`src/rtl/fetch_stage_pkg.sv`:
```
// Shared definitions for the instruction fetch front end: exception causes,
// default constants, the fetch queue entry layout and the fetch FSM states.
package fetch_stage_pkg;

    localparam logic [3:0]  EXC_INSTR_MISALIGNED   = 4'd0;
    localparam logic [3:0]  EXC_INSTR_ACCESS_FAULT = 4'd1;

    localparam logic [31:0] NOP_INSTR_DEF = 32'h0000_0013;
    localparam logic [63:0] RESET_PC_DEF  = 64'h0;

    // One fetched instruction (or fetch exception) as held in the queue.
    typedef struct packed {
        logic [63:0] pc;
        logic [31:0] instr;
        logic        exc_en;
        logic [3:0]  exc_code;
        logic [63:0] exc_val;
    } fetch_entry_t;

    localparam int unsigned FETCH_ENTRY_W = $bits(fetch_entry_t);

    typedef enum logic {
        ST_RUN           = 1'b0,
        ST_WAIT_REDIRECT = 1'b1
    } fetch_state_t;

endpackage

```
`src/rtl/fetch_queue.sv`:
```
// Generic DEPTH-entry synchronous FIFO with flush. A full queue accepts a push
// in the same cycle it pops. Head data is read combinationally from storage.
//   clk, rst    : clock, synchronous active-high reset
//   flush       : drop all entries (takes priority over push/pop)
//   push, data  : write push_data at the tail
//   pop         : consume the head entry
//   head_data   : current head entry (meaningful only when count != 0)
//   count       : number of valid entries, 0..DEPTH
module fetch_queue #(
    parameter int unsigned WIDTH = 8,
    parameter int unsigned DEPTH = 2
) (
    input  logic                       clk,
    input  logic                       rst,
    input  logic                       flush,
    input  logic                       push,
    input  logic [WIDTH-1:0]           push_data,
    input  logic                       pop,
    output logic [WIDTH-1:0]           head_data,
    output logic [$clog2(DEPTH):0]     count
);

    localparam int unsigned PTR_W = $clog2(DEPTH);
    localparam int unsigned CNT_W = PTR_W + 1;

    logic [WIDTH-1:0] mem [DEPTH];
    logic [PTR_W-1:0] rd_ptr;
    logic [PTR_W-1:0] wr_ptr;
    logic             do_pop;

    assign do_pop    = pop && (count != '0);
    assign head_data = mem[rd_ptr];

    // Pointers and occupancy; DEPTH is a power of two so pointers wrap naturally.
    always_ff @(posedge clk) begin
        if (rst || flush) begin
            rd_ptr <= '0;
            wr_ptr <= '0;
            count  <= '0;
        end else begin
            if (push)   wr_ptr <= wr_ptr + PTR_W'(1);
            if (do_pop) rd_ptr <= rd_ptr + PTR_W'(1);
            if (push && !do_pop)      count <= count + CNT_W'(1);
            else if (!push && do_pop) count <= count - CNT_W'(1);
        end
    end

    // Storage; when full, wr_ptr == rd_ptr and the head is overwritten only
    // as it is popped in the same cycle.
    always_ff @(posedge clk) begin
        if (push && !flush && !rst) mem[wr_ptr] <= push_data;
    end

endmodule

```
`src/rtl/fetch_stage.sv`:
```
// RV64 instruction fetch front end. Holds the architectural PC, presents it to
// the combinational instruction memory, captures the result (or a fetch
// exception) into an in-order queue and hands entries to decode.
//   clk, rst                     : clock, synchronous active-high reset
//   pc_addr                      : fetch address (the PC register)
//   imem_instr / imem_exc_*      : instruction memory response for pc_addr
//   redirect_valid, redirect_pc  : PC change from later stages, flushes queue
//   out_valid, out_ready         : handshake to decode
//   out_pc/instr/exc_*           : head-of-queue entry fields
module fetch_stage
    import fetch_stage_pkg::*;
#(
    parameter logic [63:0] RESET_PC  = RESET_PC_DEF,
    parameter int unsigned DEPTH     = 2,
    parameter logic [31:0] NOP_INSTR = NOP_INSTR_DEF
) (
    input  logic        clk,
    input  logic        rst,
    output logic [63:0] pc_addr,
    input  logic [31:0] imem_instr,
    input  logic        imem_exc_en,
    input  logic [3:0]  imem_exc_code,
    input  logic [63:0] imem_exc_val,
    input  logic        redirect_valid,
    input  logic [63:0] redirect_pc,
    output logic        out_valid,
    input  logic        out_ready,
    output logic [63:0] out_pc,
    output logic [31:0] out_instr,
    output logic        out_exc_en,
    output logic [3:0]  out_exc_code,
    output logic [63:0] out_exc_val
);

    localparam int unsigned CNT_W = $clog2(DEPTH) + 1;

    fetch_state_t     state_q, state_d;
    logic [63:0]      pc_q, pc_d;
    logic [CNT_W-1:0] count;
    logic             pop, room, push;
    fetch_entry_t     cap, head;

    assign pc_addr   = pc_q;
    assign out_valid = (count != '0);
    assign pop       = out_valid && out_ready;
    assign room      = (count < CNT_W'(DEPTH)) || pop;
    assign push      = (state_q == ST_RUN) && room && !redirect_valid;

    // Capture mux: misalignment outranks a memory fault.
    always_comb begin
        cap          = '0;
        cap.pc       = pc_q;
        cap.instr    = imem_instr;
        if (pc_q[1:0] != 2'b00) begin
            cap.instr    = NOP_INSTR;
            cap.exc_en   = 1'b1;
            cap.exc_code = EXC_INSTR_MISALIGNED;
            cap.exc_val  = pc_q;
        end else if (imem_exc_en) begin
            cap.instr    = NOP_INSTR;
            cap.exc_en   = 1'b1;
            cap.exc_code = imem_exc_code;
            cap.exc_val  = imem_exc_val;
        end
    end

    fetch_queue #(
        .WIDTH (FETCH_ENTRY_W),
        .DEPTH (DEPTH)
    ) u_queue (
        .clk       (clk),
        .rst       (rst),
        .flush     (redirect_valid),
        .push      (push),
        .push_data (cap),
        .pop       (pop),
        .head_data (head),
        .count     (count)
    );

    // State and PC registers.
    always_ff @(posedge clk) begin
        if (rst) begin
            state_q <= ST_RUN;
            pc_q    <= RESET_PC;
        end else begin
            state_q <= state_d;
            pc_q    <= pc_d;
        end
    end

    // Next state / next PC; redirect wins, an exception entry halts fetch.
    always_comb begin
        state_d = state_q;
        pc_d    = pc_q;
        if (redirect_valid) begin
            state_d = ST_RUN;
            pc_d    = redirect_pc;
        end else if (push) begin
            if (cap.exc_en) state_d = ST_WAIT_REDIRECT;
            else            pc_d    = pc_q + 64'd4;
        end
    end

    // Head fields; an empty queue presents the reset values.
    always_comb begin
        out_pc       = '0;
        out_instr    = NOP_INSTR;
        out_exc_en   = 1'b0;
        out_exc_code = '0;
        out_exc_val  = '0;
        if (out_valid) begin
            out_pc       = head.pc;
            out_instr    = head.instr;
            out_exc_en   = head.exc_en;
            out_exc_code = head.exc_code;
            out_exc_val  = head.exc_val;
        end
    end

endmodule

```
`config.mk`:
```
export PLATFORM = sky130hd
export DESIGN_NAME = fetch_stage
export DESIGN_NICKNAME = d
export VERILOG_FILES = /design/src/rtl/fetch_stage_pkg.sv /design/src/rtl/fetch_queue.sv /design/src/rtl/fetch_stage.sv
export SDC_FILE = /design/constraint.sdc
export NUM_CORES = 1
export LEC_CHECK = 0
export CORE_ASPECT_RATIO = 1.4
export CORE_MARGIN = 10
export CORE_UTILIZATION = 30
export CTS_CLUSTER_DIAMETER = 80
export DETAILED_ROUTE_END_ITERATION = 10
export SLEW_MARGIN = 25
export SYNTH_ARGS = -nofsm -noshare
export SYNTH_HDL_FRONTEND = slang
export SYNTH_SLANG_ARGS = --single-unit
```
`constraint.sdc`:
```
create_clock -name clk -period 31.3 [get_ports clk]
set_clock_uncertainty 0.1 [all_clocks]
set_input_delay 7.825 -clock clk [delete_from_list [all_inputs] [get_ports clk]]
set_output_delay 7.825 -clock clk [all_outputs]
set_load 0.03 [all_outputs]
```
Yosys cells after proc, flatten, opt, wreduce, memory -nomap -nowiden
Memory sizes are Yosys's and may differ from the RTL's. A register that Yosys moved wholly into a read port is not among the register bits.
Index checks and enable logic that the tools add are counted.
{ "op_classes": {"n_eq_ne": 1, "n_mux": 16, "bitwise_logic": 1, "n_reduce_logical": 21, "n_mul": 0, "n_addsub": 5, "div": 0, "order_cmp": 1, "n_shift": 0} }
{ "op_table": {"columns": ["operator", "n"], "rows": [
  ["2-to-1 mux 64 bit", 5],
  ["2-to-1 mux 101 bit", 2],
  ["adder 64 x 3 -> 64 bit (second input constant)", 1],
  ["2-to-1 mux 32 bit", 1],
  ["logical AND 1 bit", 8],
  ["nonzero test 2 bit", 4],
  ["2-to-1 mux 1 bit", 5],
  ["zero test 1 bit", 4],
  ["2-to-1 mux 2 bit", 2],
  ["2-to-1 mux 4 bit", 1],
  ["AND reduction 2 bit", 2],
  ["adder 1 bit (second input constant)", 2],
  ["adder 2 x 1 -> 2 bit (second input constant)", 1],
  ["logical OR 1 bit", 2],
  ["< comparator 2 bit (second input constant)", 1],
  ["!= test 2 bit (second input constant)", 1],
  ["OR reduction 2 bit", 1],
  ["subtractor 2 x 1 -> 2 bit (second input constant)", 1],
  ["NOT 1 bit", 1]
]} }
{ "totals": {"in_bits": 169, "n_memories": 1, "reg_bits": 69, "romBits": 0, "output_inout_bits": 230, "word_cells": 51, "latch_bits": 0, "mem_bits_rw": 330} }
{ "mem_list": {"columns": ["name", "words", "width", "read_ports", "rd_clocked_by_memory_dff", "wr", "line_no", "text"], "rows": [
  ["u_queue.mem", 2, 165, 1, 1, 1, "fetch_queue.sv:26", "logic [WIDTH-1:0] mem [DEPTH];"]
]} }

Depth between registers and ports, before layout
{ "logic_depth": {"ltp_word": 9, "ltp_mapped": 8, "ltp_nobuf": 7} }

By module
Synthesis repeated with hierarchy kept, for this count alone.
{ "unflattened": {"cells_unflattened": 1528, "hier_area_um2": 18778.0} }
{ "modules_own_cells": {"columns": ["module", "seq_area_each_um2", "area_per_inst_um2", "cells_per_inst", "n_inst"], "rows": [
  ["fetch_queue", 10009.6, 12172.9, 535, 1],
  ["fetch_stage", 1301.2, 6605.1, 993, 1]
]} }

Least setup slack after synthesis
Ideal clock, no wire load.
{ "synth_path": {"path_type": "input -> register", "from": "in redirect_valid", "to": "mem u_queue.mem[1][0] (netlist bit) (enable)", "n_path_buf": 2, "t_arrival_ps": 25324, "required_ps": 30049, "path_stages": 4, "slack_ps": 4726, "setup_ps": 1151, "cell_sequence": "clkbuf_1 > or2_2 > clkbuf_1 > nor4b_1"} }
{ "synth_between": {"elab_chain_cells": 6} }
{ "synth_lines": {"columns": ["item", "line_no", "text"], "rows": [
  ["from (decl)", "fetch_stage.sv:24", "input logic redirect_valid,"],
  ["zero test 1 bit *", "fetch_queue.sv:51, fetch_stage.sv:47", null],
  ["logical AND 1 bit", "fetch_stage.sv:47", "assign push = (state_q == ST_RUN) && room && !redirect_valid;"],
  ["logical AND 1 bit * (2 in a row)", "fetch_queue.sv:51", "if (push && !flush && !rst) mem[wr_ptr] <= push_data;"],
  ["2-to-1 mux 1 bit *", "fetch_queue.sv:51", null],
  ["2-to-1 mux 1 bit (implied by the code) *", "fetch_queue.sv:51", null],
  ["to (decl)", "fetch_queue.sv:26", null]
]} }
Every way passes the cells marked *; elsewhere a longest branch is shown, timed or not.

==> flow_summary.toml <==
[clock_network]
cts_buffer_depth = 3
cts-resized-gates = 0
clkTransAtPathRegs_ns = 0.06
numCtsBuffers = 43
hold_buffers = 0
postCtsSetupRepairBufs = 0
cts_tree = "built"
clock_tree.root_cell = "clkbuf_16"
insertion_delay_ns = 0.57
htree_levels = 2
cts.sinks = 400

[die]
rows = 107
die_x_microns = 229
core-area_sq_um = 60600
io_pins = 399
die_h_microns = 312
start_util_pct = 30.1
die-area_sq_um = 71400

[synthesis]
yosys_warnings = 0
ys.flop_type = "edfxtp_1"
synth-simple-area-share_pct = 17.6
avgSynthCellArea_sq_um = 11.7
ys_ff_latch = 400
ys_seq_area_share_pct = 61.9
synth_compound_area_share_pct = 4.54
synth_top_family_by_area = "simple AND/OR/NAND/NOR gates"
synthAdderAreaFrac_pct = 0.137
synth_area_sq_um = 18300
synth_xor_area_share_pct = 1.39
synth_edf_count = 330
netlist-cell-type-count = 55
syn-num-nets = 1736
muxShareOfSynthArea_pct = 9.14
synth_async_sr_flop_share_pct = 0
synthCells = 1565

[sta]
slew_headroom_pct = 33.8
setup_slack_ns = 19.51
fmax_mhz = 84.9
hold_viol = 0
post-route-period-util_pct = 37.7
fin_crit_ns = 11.79
fin_tns_setup_ns = 0
tightest_slew_ns = 0.985
drv_slew = 0
rsz0062_at_grt = "false"
setup_viol = 0

[worst_hold_path]
min_path_type = "reg -> reg"

[worst_setup_path]
crit_top_cell = "buf_4"
path_delay_family = "buffers and inverters"
worst-path-buf-inv = 3
worst-setup-path-type = "reg -> out"
max_stage_delay_ns = 0.73
endpoint_kind = "output port"
crit_chain = "buf_4 > buf_4 > mux2i_1 > nor2_1 > clkdlybuf4s50_1"
path_max_fanout = 43
crit_slowest_cell = "buf_4"
cp-start-kind = "flop"
required_ns = 23.38
arrival_ns = 3.86

[final_layout]
layout-drive-gt1-share_pct = 5.94
nets = 2043
syn2layout_area_growth_pct = 31.6
finalNonFillerCells = 2728
final_cell_mix = "395 x clkdlybuf4s50_1, 330 x edfxtp_1, 219 x nor2_1, 167 x mux2i_1, 160 x nand2_1"
final_common_cell = "clkdlybuf4s50_1"

[detailed_routing]
via_per_inst = 4.94
avgRoutedWirePerCell_microns = 22.6
drt_iter0_markers = 935
wirelength_microns = 61700
vias = 13473
drc_errors = 0
drtAntennaViolNets = 0
firstDrtPassIters = 5

[global_route]
grt_start_max_net_pins = 93
gr-total-overflow = 0
grt_pass1_vias = 13573
grt.total_usage_pct = 16.6
grt_pass1_wl_microns = 90300
antenna_found_initial = 21

[placed_design]
placedCellCount = 2643
gp_congestion = 0.801
pre_cts_slack_ns = 19.99
portBuffers = 398
dp_hpwl_microns = 43200

[status]
status = "finished clean"

[power_and_ir_drop]
leakage_nw = 7.89
irDropWorstVdd_uv = 40.4
powerDensity_nw_per_um2 = 55.0

[flow_run]
maxCapViolCount = 0
==> state kept, by name (all words and copies together) (netlist names), named ones only <==
| register | count |
|---|---|
| u_queue.wr_ptr | 1 |
| state_q | 1 |
| u_queue.count | 2 |
| u_queue.mem | 330 |
| pc_addr | 64 |
| u_queue.rd_ptr | 1 |
==> worst min-delay path: cells and delay by family, from the launching register on <==
kind | cells | cell delay [ns]
flops | 1 | 0.33
compound gates | 2 | 0.14
==> report_power, final <==
part	switching, mW	leakage (nW)	internal, mW
combinational	0.127	3.57	0.0826
clock	0.212	0.644	0.278
sequential	0.0196	3.68	0.604
total	0.359	7.89	0.965
==> logic make-up (layout without fill, tap and decap cells) <==
group	Yosys count	in the layout
DFF	400	400
and+or+nand+nor	667	667
AOI/OAI and AO/OA	110	110
adders and majority gates	2	2
buffers and inverters	190	526
other	0	10
muxes	167	167
xor gates and xnor gates	29	29
==> metrics by stage <==
stage / area [sq um] / hold WS (ns) / utilization (%) / power, mW
CTS: 24000 / 0.407 / 39.6 / 1.34
global placement: 22700 / 0.388 / 37.4 / 0.845
detailed placement: 22700 / 0.399 / 37.4 / 0.847
floorplan: 18300 / 0.347 / - / 0.757
finish: 24100 / 0.410 / 39.7 / 1.32
global route: 24100 / 0.441 / 39.7 / 1.37
==> Yosys cell counts, types with 7 or more instances <==
library cell	number	share of area [%]
a2111oi_0	16	0.77
a211oi_1	26	1.1
a21oi_1	13	0.36
a311oi_1	15	0.72
and2_1	33	1.1
and3_1	19	0.65
and4_1	15	0.72
buf_1	25	0.51
buf_4	65	2.7
clkbuf_1	73	1.5
dfxtp_1	70	7.7
edfxtp_1	330	54
inv_1	24	0.49
mux2i_1	167	9.1
nand2_1	160	3.3
nand3_1	97	2.7
nand4_1	27	0.92
nor2_1	222	4.6
nor3_1	19	0.52
nor4_1	17	0.58
nor4b_1	11	0.53
o211ai_1	8	0.33
o21ai_0	12	0.33
or3_1	12	0.41
or4_1	7	0.29
xnor2_1	14	0.67
xor2_1	15	0.72
==> path summary, 6_finish.rpt <==
check                                   start                          end  cells after the start  slack, ns
setup / recovery                         flop              out_exc_val[33]                      5      19.51
hold / removal    u_queue.wr_ptr$_SDFFE_PP0P_  u_queue.wr_ptr$_SDFFE_PP0P_                      2       0.41
setup reg to reg      pc_addr[1]$_SDFFE_PP0P_     pc_addr[25]$_SDFFE_PP0P_                      7      27.34
hold reg to reg   u_queue.wr_ptr$_SDFFE_PP0P_  u_queue.wr_ptr$_SDFFE_PP0P_                      2       0.41
==> final cells by class <==
cell class | instances | area, sq um
Fill cell | 5844 | 36600
Sequential cell | 400 | 11300
Multi-Input combinational cell | 975 | 6060
Timing Repair Buffer | 427 | 4220
Clock buffer | 53 | 1160
Tap cell | 817 | 1020
Clock inverter | 21 | 166
Inverter | 25 | 93.8
Antenna cell | 10 | 25.0
==> metal layers <==
layer,GRT usage (%),share of wire (%),vias to the layer above
met5,0,0.20,-
met4,6.30,2.8,20
met3,4.69,6.7,105
met2,29.7,52,466
met1,18.3,38,6602
li1,-,-,6280
(Power assumes the default switching activity.)
